## src/rtl/izh_pkg.sv

```systemverilog
// Shared types, constants and helpers for the Izhikevich neuron array.
// Fixed-point constants are functions of FRAC so every instance scales consistently.
package izh_pkg;

  typedef enum logic [1:0] {
    ST_IDLE  = 2'd0,
    ST_SWEEP = 2'd1,
    ST_DONE  = 2'd2
  } state_e;

  typedef enum logic [1:0] {
    SEL_A = 2'd0,
    SEL_B = 2'd1,
    SEL_C = 2'd2,
    SEL_D = 2'd3
  } prm_sel_e;

  localparam logic signed [7:0] DEF_A = 8'sd2;
  localparam logic signed [7:0] DEF_B = 8'sd51;
  localparam logic signed [7:0] DEF_C = -8'sd65;
  localparam logic signed [7:0] DEF_D = 8'sd8;

  // Wide enough for v*v and a*(b*v) products at any legal V_W.
  localparam int CW = 48;
  typedef logic signed [CW-1:0] wide_t;

  function automatic wide_t v_rest(input int frac);
    return wide_t'(-70) <<< frac;
  endfunction

  function automatic wide_t v_thresh(input int frac);
    return wide_t'(30) <<< frac;
  endfunction

  function automatic wide_t const_140(input int frac);
    return wide_t'(140) <<< frac;
  endfunction

  function automatic wide_t saturate(input wide_t x, input int w);
    wide_t hi;
    wide_t lo;
    hi = (wide_t'(1) <<< (w - 1)) - wide_t'(1);
    lo = -(wide_t'(1) <<< (w - 1));
    if (x > hi) return hi;
    if (x < lo) return lo;
    return x;
  endfunction

endpackage

```

## src/rtl/izh_neuron_array_core.sv

```systemverilog
// Combinational Izhikevich update for one neuron: (v,u,a,b,c,d,stim) -> (v',u',spike).
// hold_v freezes v integration (used by the optional refractory feature).
module izh_update_core
  import izh_pkg::*;
#(
  parameter int V_W    = 16,
  parameter int FRAC   = 7,
  parameter int STIM_W = 8
) (
  input  logic signed [V_W-1:0]    v,
  input  logic signed [V_W-1:0]    u,
  input  logic signed [7:0]        a,
  input  logic signed [7:0]        b,
  input  logic signed [7:0]        c,
  input  logic signed [7:0]        d,
  input  logic        [STIM_W-1:0] stim,
  input  logic                     hold_v,
  output logic signed [V_W-1:0]    v_nxt,
  output logic signed [V_W-1:0]    u_nxt,
  output logic                     spike
);

  localparam wide_t V_THRESH_W = v_thresh(FRAC);
  localparam wide_t C140_W     = const_140(FRAC);

  wide_t vw, uw, vsq, bv;
  wide_t dv, du, dv_s, du_s;
  wide_t v_int, u_int, u_spk;

  assign vw  = wide_t'(v);
  assign uw  = wide_t'(u);
  assign vsq = vw * vw;

  assign dv = (vsq >>> (FRAC + 5)) + (vsq >>> (FRAC + 7)) + (vw <<< 2) + vw
            + C140_W - uw + (wide_t'(stim) <<< FRAC);
  assign bv = (wide_t'(b) * vw) >>> 2;
  assign du = (wide_t'(a) * (bv - (uw <<< 3))) >>> 6;

  // Increments are clamped before the >>>3 step as well as after the add.
  assign dv_s  = saturate(dv, V_W);
  assign du_s  = saturate(du, V_W);
  assign v_int = saturate(vw + (dv_s >>> 3), V_W);
  assign u_int = saturate(uw + (du_s >>> 3), V_W);
  assign u_spk = saturate(uw + (wide_t'(d) <<< 3), V_W);

  assign spike = vw >= V_THRESH_W;

  // NOTE: every output gets a default first so no path leaves it unassigned (no latch).
  always_comb begin
    v_nxt = V_W'(v_int);
    u_nxt = V_W'(u_int);
    if (spike) begin
      v_nxt = V_W'(wide_t'(c) <<< FRAC);
      u_nxt = V_W'(u_spk);
    end else if (hold_v) begin
      v_nxt = v;
    end
  end

endmodule

```

## src/rtl/izh_neuron_array.sv

```systemverilog
// Time-multiplexed array of Izhikevich neurons sharing one izh_update_core.
// Optional build macro IZH_REFRACTORY_EN adds a per-neuron refractory counter.
module izh_neuron_array
  import izh_pkg::*;
#(
  parameter int N_NEURONS = 8,
  parameter int V_W       = 16,
  parameter int FRAC      = 7,
  parameter int STIM_W    = 8,
  parameter int MEM_SHIFT = 1,
  localparam int AW       = $clog2(N_NEURONS)
) (
  input  logic                          clk,
  input  logic                          reset,
  input  logic                          step_start,
  input  logic [N_NEURONS*STIM_W-1:0]   stim_in,
  input  logic                          prm_wr,
  input  logic [AW-1:0]                 prm_addr,
  input  logic [1:0]                    prm_sel,
  input  logic [7:0]                    prm_data,
  output logic                          busy,
  output logic                          step_done,
  output logic [N_NEURONS-1:0]          spike_vec,
  input  logic [AW-1:0]                 mem_addr,
  output logic [7:0]                    membrane_out
);

  localparam wide_t                 V_REST_W   = v_rest(FRAC);
  localparam wide_t                 V_THRESH_W = v_thresh(FRAC);
  localparam logic signed [V_W-1:0] V_REST     = V_W'(V_REST_W);
  localparam logic [AW:0]           N_EXT      = (AW + 1)'(N_NEURONS);

  state_e                    state_q, state_d;
  logic [AW-1:0]             idx_q;
  logic                      last;
  logic [N_NEURONS*STIM_W-1:0] stim_q;
  logic [N_NEURONS-1:0]      shadow_q, shadow_upd;

  logic signed [V_W-1:0] v_r [N_NEURONS];
  logic signed [V_W-1:0] u_r [N_NEURONS];
  logic signed [7:0]     a_r [N_NEURONS];
  logic signed [7:0]     b_r [N_NEURONS];
  logic signed [7:0]     c_r [N_NEURONS];
  logic signed [7:0]     d_r [N_NEURONS];

  logic signed [V_W-1:0] v_nxt, u_nxt;
  logic                  spike, hold_v;

  assign last      = idx_q == AW'(N_NEURONS - 1);
  assign busy      = state_q != ST_IDLE;
  assign step_done = state_q == ST_DONE;

  // NOTE: state registers use non-blocking assignments so all flops update together.
  always_ff @(posedge clk) begin
    if (reset) state_q <= ST_IDLE;
    else       state_q <= state_d;
  end

  always_comb begin
    state_d = state_q;
    unique case (state_q)
      ST_IDLE:  if (step_start) state_d = ST_SWEEP;
      ST_SWEEP: if (last) state_d = ST_DONE;
      ST_DONE:  state_d = ST_IDLE;
      default:  state_d = ST_IDLE;
    endcase
  end

  always_comb begin
    shadow_upd        = shadow_q;
    shadow_upd[idx_q] = spike;
  end

  // spike_vec is loaded on the final sweep edge so it is already valid while step_done is high.
  always_ff @(posedge clk) begin
    if (reset) begin
      idx_q     <= '0;
      stim_q    <= '0;
      shadow_q  <= '0;
      spike_vec <= '0;
    end else begin
      if (state_q == ST_IDLE && step_start) begin
        idx_q    <= '0;
        stim_q   <= stim_in;
        shadow_q <= '0;
      end else if (state_q == ST_SWEEP) begin
        shadow_q <= shadow_upd;
        idx_q    <= last ? '0 : idx_q + AW'(1);
        if (last) spike_vec <= shadow_upd;
      end
    end
  end

  izh_update_core #(.V_W(V_W), .FRAC(FRAC), .STIM_W(STIM_W)) u_core (
    .v      (v_r[idx_q]),
    .u      (u_r[idx_q]),
    .a      (a_r[idx_q]),
    .b      (b_r[idx_q]),
    .c      (c_r[idx_q]),
    .d      (d_r[idx_q]),
    .stim   (stim_q[idx_q*STIM_W +: STIM_W]),
    .hold_v (hold_v),
    .v_nxt  (v_nxt),
    .u_nxt  (u_nxt),
    .spike  (spike)
  );

  // NOTE: these register files are reset element-wise because reset must restore every neuron.
  always_ff @(posedge clk) begin
    if (reset) begin
      for (int i = 0; i < N_NEURONS; i++) begin
        v_r[i] <= V_REST;
        u_r[i] <= '0;
      end
    end else if (state_q == ST_SWEEP) begin
      v_r[idx_q] <= v_nxt;
      u_r[idx_q] <= u_nxt;
    end
  end

  always_ff @(posedge clk) begin
    if (reset) begin
      for (int i = 0; i < N_NEURONS; i++) begin
        a_r[i] <= DEF_A;
        b_r[i] <= DEF_B;
        c_r[i] <= DEF_C;
        d_r[i] <= DEF_D;
      end
    end else if (prm_wr && ({1'b0, prm_addr} < N_EXT)) begin
      unique case (prm_sel_e'(prm_sel))
        SEL_A: a_r[prm_addr] <= prm_data;
        SEL_B: b_r[prm_addr] <= prm_data;
        SEL_C: c_r[prm_addr] <= prm_data;
        SEL_D: d_r[prm_addr] <= prm_data;
      endcase
    end
  end

`ifdef IZH_REFRACTORY_EN
  logic [3:0] refr_r [N_NEURONS];

  assign hold_v = refr_r[idx_q] != 4'd0;

  always_ff @(posedge clk) begin
    if (reset) begin
      for (int i = 0; i < N_NEURONS; i++) refr_r[i] <= 4'd0;
    end else if (state_q == ST_SWEEP) begin
      if (spike)       refr_r[idx_q] <= 4'd3;
      else if (hold_v) refr_r[idx_q] <= refr_r[idx_q] - 4'd1;
    end
  end
`else
  assign hold_v = 1'b0;
`endif

  logic signed [V_W-1:0] mem_v;
  wide_t                 mem_diff;

  always_comb begin
    membrane_out = 8'd0;
    mem_v        = v_r[mem_addr];
    mem_diff     = (wide_t'(mem_v) - V_REST_W) >>> MEM_SHIFT;
    if ({1'b0, mem_addr} < N_EXT) begin
      if (wide_t'(mem_v) >= V_THRESH_W)  membrane_out = 8'hFF;
      else if (mem_diff[CW-1])           membrane_out = 8'd0;
      else if (mem_diff > wide_t'(255))  membrane_out = 8'hFF;
      else                               membrane_out = mem_diff[7:0];
    end
  end

endmodule

```

## config.mk

```make
export PLATFORM = sky130hd
export DESIGN_NAME = izh_neuron_array
export DESIGN_NICKNAME = d
export VERILOG_FILES = /design/src/rtl/izh_pkg.sv /design/src/rtl/izh_neuron_array_core.sv /design/src/rtl/izh_neuron_array.sv
export SDC_FILE = /design/constraint.sdc
export NUM_CORES = 2
export LEC_CHECK = 0
export ABC_AREA = 1
export BUFFER_PORTS_ARGS = -buffer_cell sky130_fd_sc_hd__buf_4
export CORE_MARGIN = 2
export CORE_UTILIZATION = 65
export DETAILED_ROUTE_END_ITERATION = 6
export PLACE_DENSITY_LB_ADDON = 0.15
export SLEW_MARGIN = 30
export SYNTH_ARGS = -nofsm -noshare
export SYNTH_HDL_FRONTEND = slang
export SYNTH_HIERARCHICAL = 1
export SYNTH_SLANG_ARGS = --single-unit
```

## constraint.sdc

```tcl
create_clock -name clk -period 19.6 [get_ports clk]
set_input_delay 0.98 -clock clk [delete_from_list [all_inputs] [get_ports clk]]
set_output_delay 0.98 -clock clk [all_outputs]
set_load 0.03 [all_outputs]
```

### Yosys cells after proc, flatten, opt, wreduce, memory -nomap -nowiden

Memory sizes are Yosys's and may differ from the RTL's. A register that Yosys moved wholly into a read port is not among the register bits.
Cells that the tools add are included.

* bits in registers: 85
* memory bits (writable): 512
* bits of input ports: 84
* output and inout bits: 18
* logic and storage cells: 163
* memories: 6

* add/sub/neg operators: 12
* multiply operators: 3
* $lt $le $gt $ge: 15
* equal/unequal tests: 8
* shifts and indexed selects: 1
* multiplexer cells: 98
* bitwise operators: 1
* reduce and logical (&&, ||, !) cells: 14

Memory list
* u_r: words 8, bits a word 16, read ports 1, clocked after Yosys merged registers in 1, wr ports 8, RTL line izh_neuron_array.sv:40 `logic signed [V_W-1:0] u_r [N_NEURONS];`
* v_r: words 8, bits a word 16, read ports 2, clocked after Yosys merged registers in 1, wr ports 8, RTL line izh_neuron_array.sv:39 `logic signed [V_W-1:0] v_r [N_NEURONS];`
* a_r: words 8, bits a word 8, read ports 1, clocked after Yosys merged registers in 1, wr ports 8, RTL line izh_neuron_array.sv:41 `logic signed [7:0] a_r [N_NEURONS];`
* b_r: words 8, bits a word 8, read ports 1, clocked after Yosys merged registers in 1, wr ports 8, RTL line izh_neuron_array.sv:42 `logic signed [7:0] b_r [N_NEURONS];`
* c_r: words 8, bits a word 8, read ports 1, clocked after Yosys merged registers in 1, wr ports 8, RTL line izh_neuron_array.sv:43 `logic signed [7:0] c_r [N_NEURONS];`
* d_r: words 8, bits a word 8, read ports 1, clocked after Yosys merged registers in 1, wr ports 8, RTL line izh_neuron_array.sv:44 `logic signed [7:0] d_r [N_NEURONS];`

Operator list (count)
* $mux W48: 8
* $mux W16: 16
* $add A48 B16 Y48: 2
* $add A16 B45 Y46: 2
* $gt A46 B16 Y1 const B: 2
* $lt A46 B16 Y1 const B: 2
* $shiftx A64 B7 Y8: 1
* $mux W3: 19
* $mux W8: 7
* $add A48 B16 Y48 const B: 1
* $gt A48 B16 Y1 const B: 1
* $lt A48 B16 Y1 const B: 1
* $sub A48 B16 Y48: 1
* $mux W1: 43
* $gt A42 B16 Y1 const B: 1
* $lt A42 B16 Y1 const B: 1
* $ge A16 B13 Y1 const B: 2
* $mul A16 B16 Y32: 1
* $reduce_or A16 Y1: 2
* $reduce_or A8 Y1: 4
* $mul A8 B23 Y31: 1
* $mul A8 B16 Y24: 1
* $sub A22 B19 Y23: 1
* $add A21 B18 Y22: 1
* 24 further kinds: 31

### Logic depth before layout (Yosys ltp)

* depth after elaboration: 20
* mapped depth: 99

### By module

The synthesis kept the hierarchy.

By module, submodules not included
* izh_update_core: times used 1, cells an instance 4723, area each 31759.2 um^2, sequential area each 0.0 um^2
* izh_neuron_array: times used 1, cells an instance 2982, area each 27420.0 um^2, sequential area each 17136.4 um^2

### Worst setup path before layout

No wires, ideal clock.

* kind: reg2reg
* from: reg with a tool-made name
* to: mem v_r[0][2], data pin
* setup time: 141 ps
* arrival time: 15938 ps
* required time: 19459 ps
* setup slack: 3521 ps
* stages on the path, launching flop included: 77
* path buffers: 9
* clock period less this slack: 16079 ps
* cell sequence: dfxtp_1 buf_2 buf_4 buf_4 clkbuf_1 a21oi_1 o21ai_0 a31oi_1 clkbuf_1 clkbuf_1 nand2_1 fa_1 inv_1 fa_1 fa_1 fa_1 fa_1 inv_1 [41 not listed] nor2_1 inv_1 nor2_1 nand2_1 nand3_1 nand2_1 nand2_2 nand2_1 inv_1 nand2_1 nor2_1 nand3_2 nand2_1 buf_4 nand3_1 a21oi_1 inv_1 nor2_1

RTL lines (RTL line)
* to (decl): izh_neuron_array.sv:39

==> results_dict.tcl <==
set metrics [dict create \
    cts_inserted_buffers 49 \
    drtIter0Drc 5937 \
    timing.slew.headroom_pct 31.51 \
    synth_enable_flop_cells 512 \
    synth.cell_area_um2 59180 \
    grt_first_pass_wirelength_um 271900 \
    synth.yosys.seq_area_share_pct 28.96 \
    drt-met1-wl_um 69950 \
    die_x_um 305.7 \
    timing.fmax_ghz 0.05375 \
    route.met3.wl_um 17530 \
    grt_pass1_vias 49890 \
    finalCriticalPeriod_ps 18610 \
    floorplan.core_area_um2 90150 \
    die_outline_area_um2 93470 \
    synthArstFlopShare_pct 0 \
    drc 1 \
    synthDistinctLibCells 56 \
    route.detailed.wl_per_inst_um 19.47 \
    tritoncts "yes" \
    finalCritPeriodShare_pct 94.93 \
    postRouteWirelength_um 172900 \
    clock_tree.root_cell "sky130_fd_sc_hd__clkbuf_16" \
    grt_max_degree 99 \
    synth.largest_area_cell "sky130_fd_sc_hd__edfxtp_1" \
    timing.critical_path.to_type "flop" \
    worst_ep_required_time_ps 20030 \
    dr.max_layer_used "met4" \
    finClkSkew_ps 37.34 \
    timing.max_cap.violations 0 \
    global_route_usage_over_all_layers_pct 37.02 \
    vias_per_instance 5.776 \
    avgSynthCellArea_um2 7.681 \
    drt_pass1_iterations 7 \
    area.growth.synth_to_final_pct 6.125 \
    h-tree-depth 2 \
    synth_seq_cells 600 \
    initial_utilization_pct 65.65 \
    min-delay-path-class "reg2reg" \
    final_hold_viol_count 0 \
    netlist_top_cells_count "sky130_fd_sc_hd__nand2_1, sky130_fd_sc_hd__inv_1, sky130_fd_sc_hd__nor2_1, sky130_fd_sc_hd__fa_1, sky130_fd_sc_hd__edfxtp_1" \
    synthTopCellsByArea "sky130_fd_sc_hd__edfxtp_1, sky130_fd_sc_hd__fa_1, sky130_fd_sc_hd__nand2_1, sky130_fd_sc_hd__inv_1, sky130_fd_sc_hd__nor2_1" \
    std_cell_rows 110 \
    most_frequent_cell_after_synthesis "sky130_fd_sc_hd__nand2_1" \
    clk_pin_slew_worst_paths_ps 70 \
    io_buffers 101 \
    routed-via-count 51306 \
    met2_wirelength_from_detailed_routing_um 79500 \
    ioPinCount 102 \
    timing.critical_path.slowest_cell_delay_ps 570 \
    outcome "finished with violations" \
    setup_tns_ps 0 \
    synth_top_cell_area_share_pct 25.98 \
    hpwlAfterDp_um 130400 \
    place_congestion 1.000 \
    synthCells 7705 \
    clock_network_latency_to_the_later_pin_of_the_worst_skew_pair_ps 600 \
    yosys_warnings 6 \
    timing.reg2reg.setup_slack_ps 990 \
    grt_overflow 0 \
    crit_arrival_ps 19040 \
    finalSetupViolations 0 \
    grt_antenna_before_repair 1 \
    critPathMostFrequentCell "sky130_fd_sc_hd__nand2_1" \
    clock-sinks 600 \
    multi_input_area_um2 35480 \
    drive_above_1_share_pct 4.841 \
    critPathMaxFanout 51 \
    total_area_of_sequential_cells_um2 17140 \
    grt_setup_unrepaired "no" \
    post_cts_hold_buffer_count 0 \
    finalNetCount 8643 \
    cp-start-kind "flop" \
    max_root_sink_buffers 3 \
    final_number_of_max_transition_violations 0 \
    postRouteAntennaNets 0 \
    violated_checks "DRC" \
    worstMarginPinSlew_ps 1024 \
    timing.setup.critical_path_class "reg2reg" \
    number_of_fill_cells 7482 \
    die_height_um 305.7 \
    synth_ff_type "sky130_fd_sc_hd__edfxtp_1" \
    timing.critical_path.slowest_stage_cell "sky130_fd_sc_hd__ha_1" \
]
==> metal layers <==
layer	global-route usage [%]	vias up
met5	0	-
li1	-	23962
met3	5.283	392
met2	59.88	2570
met1	51.74	24382
met4	11.91	0
==> flip-flops by register name, indices dropped and copies added, names as in the netlist, named ones only <==
| signal | flops |
|---|---|
| b_r | 64 |
| shadow_q | 8 |
| a_r | 64 |
| spike_vec | 8 |
| v_r | 128 |
| d_r | 64 |
| state_q | 2 |
| stim_q | 64 |
| idx_q | 3 |
| u_r | 128 |
| c_r | 64 |
==> kinds of logic after synthesis <==
group | synth area share (%)
XOR/XNOR | 2.264
adder cells (fa/ha/maj) | 25.72
AO/OA/AOI/OAI | 10.15
buffers and inverters | 11.53
flip-flops | 28.96
other | 0.006337
AND/OR/NAND/NOR | 21.37
==> cell type report <==
class / instances / area share (%)
Antenna cell: 2 / 0.007969
Clock buffer: 64 / 2.176
Clock inverter: 25 / 0.3387
Inverter: 1494 / 8.955
Multi-Input combinational cell: 5331 / 56.49
Sequential cell: 600 / 27.30
Tap cell: 1176 / 2.343
Timing Repair Buffer: 191 / 2.389
==> per-stage QoR <==
step | setup WS [ps] | area (um^2) | hold slack, ps | util, % | instances
2_1_floorplan | 3521 | 59190 | 424.5 | - | 7707
3_3_place_gp | 1522 | 61060 | 440.6 | 67.73 | 8781
6_report | 994.0 | 62800 | 452.4 | 69.67 | 8883
4_1_cts | 1079 | 62680 | 456.2 | 69.53 | 8873
5_1_grt | 30.21 | 62800 | 481.0 | 69.66 | 8881
3_5_place_dp | 1186 | 61100 | 446.8 | 67.78 | 8784
==> repair_timing <==
item | 4_1_cts | 5_1_grt
setup endpoints to repair | 0 | 120
gates resized for setup | 0 | 3
setup buffers | 0 | 6
==> final timing paths <==
check / startpoint / endpoint / cells after the start
min: stim_q[41] / stim_q[41] / 2
max reg2reg: flop / v_r[4][1] / 76
min reg2reg: stim_q[41] / stim_q[41] / 2
max: flop / v_r[4][1] / 76
==> cells in the final DEF (no fill, tap or decap), types with 50 or more instances in the layout <==
cell type,netlist,routed
sky130_fd_sc_hd__nand2_1,1523,1522
sky130_fd_sc_hd__inv_1,1476,1471
sky130_fd_sc_hd__nor2_1,1293,1293
sky130_fd_sc_hd__fa_1,541,541
sky130_fd_sc_hd__edfxtp_1,512,512
sky130_fd_sc_hd__o21ai_0,476,476
sky130_fd_sc_hd__ha_1,351,351
sky130_fd_sc_hd__a21oi_1,344,344
sky130_fd_sc_hd__nand3_1,200,200
sky130_fd_sc_hd__buf_4,12,183
sky130_fd_sc_hd__xor2_1,97,97
sky130_fd_sc_hd__dfxtp_1,88,86
sky130_fd_sc_hd__a31oi_1,79,57
sky130_fd_sc_hd__xnor2_1,56,56
sky130_fd_sc_hd__o22ai_1,53,53
sky130_fd_sc_hd__clkbuf_16,0,51
sky130_fd_sc_hd__nand4_1,50,50
==> critical path: cells and delay by family, from the launching register on <==
| family | cells | cell delay, ps |
|---|---|---|
| buffers and inverters | 12 | 2510 |
| xor gates and xnor gates | 2 | 810 |
| adders and majority gates | 16 | 6760 |
| DFF | 1 | 560 |
| AOI/OAI and AO/OA | 10 | 2720 |
| and+or+nand+nor | 36 | 5000 |
Power is left out: the tool's default activity adds up to more than one toggle a clock period on the data nets, which glitch-free logic cannot reach.
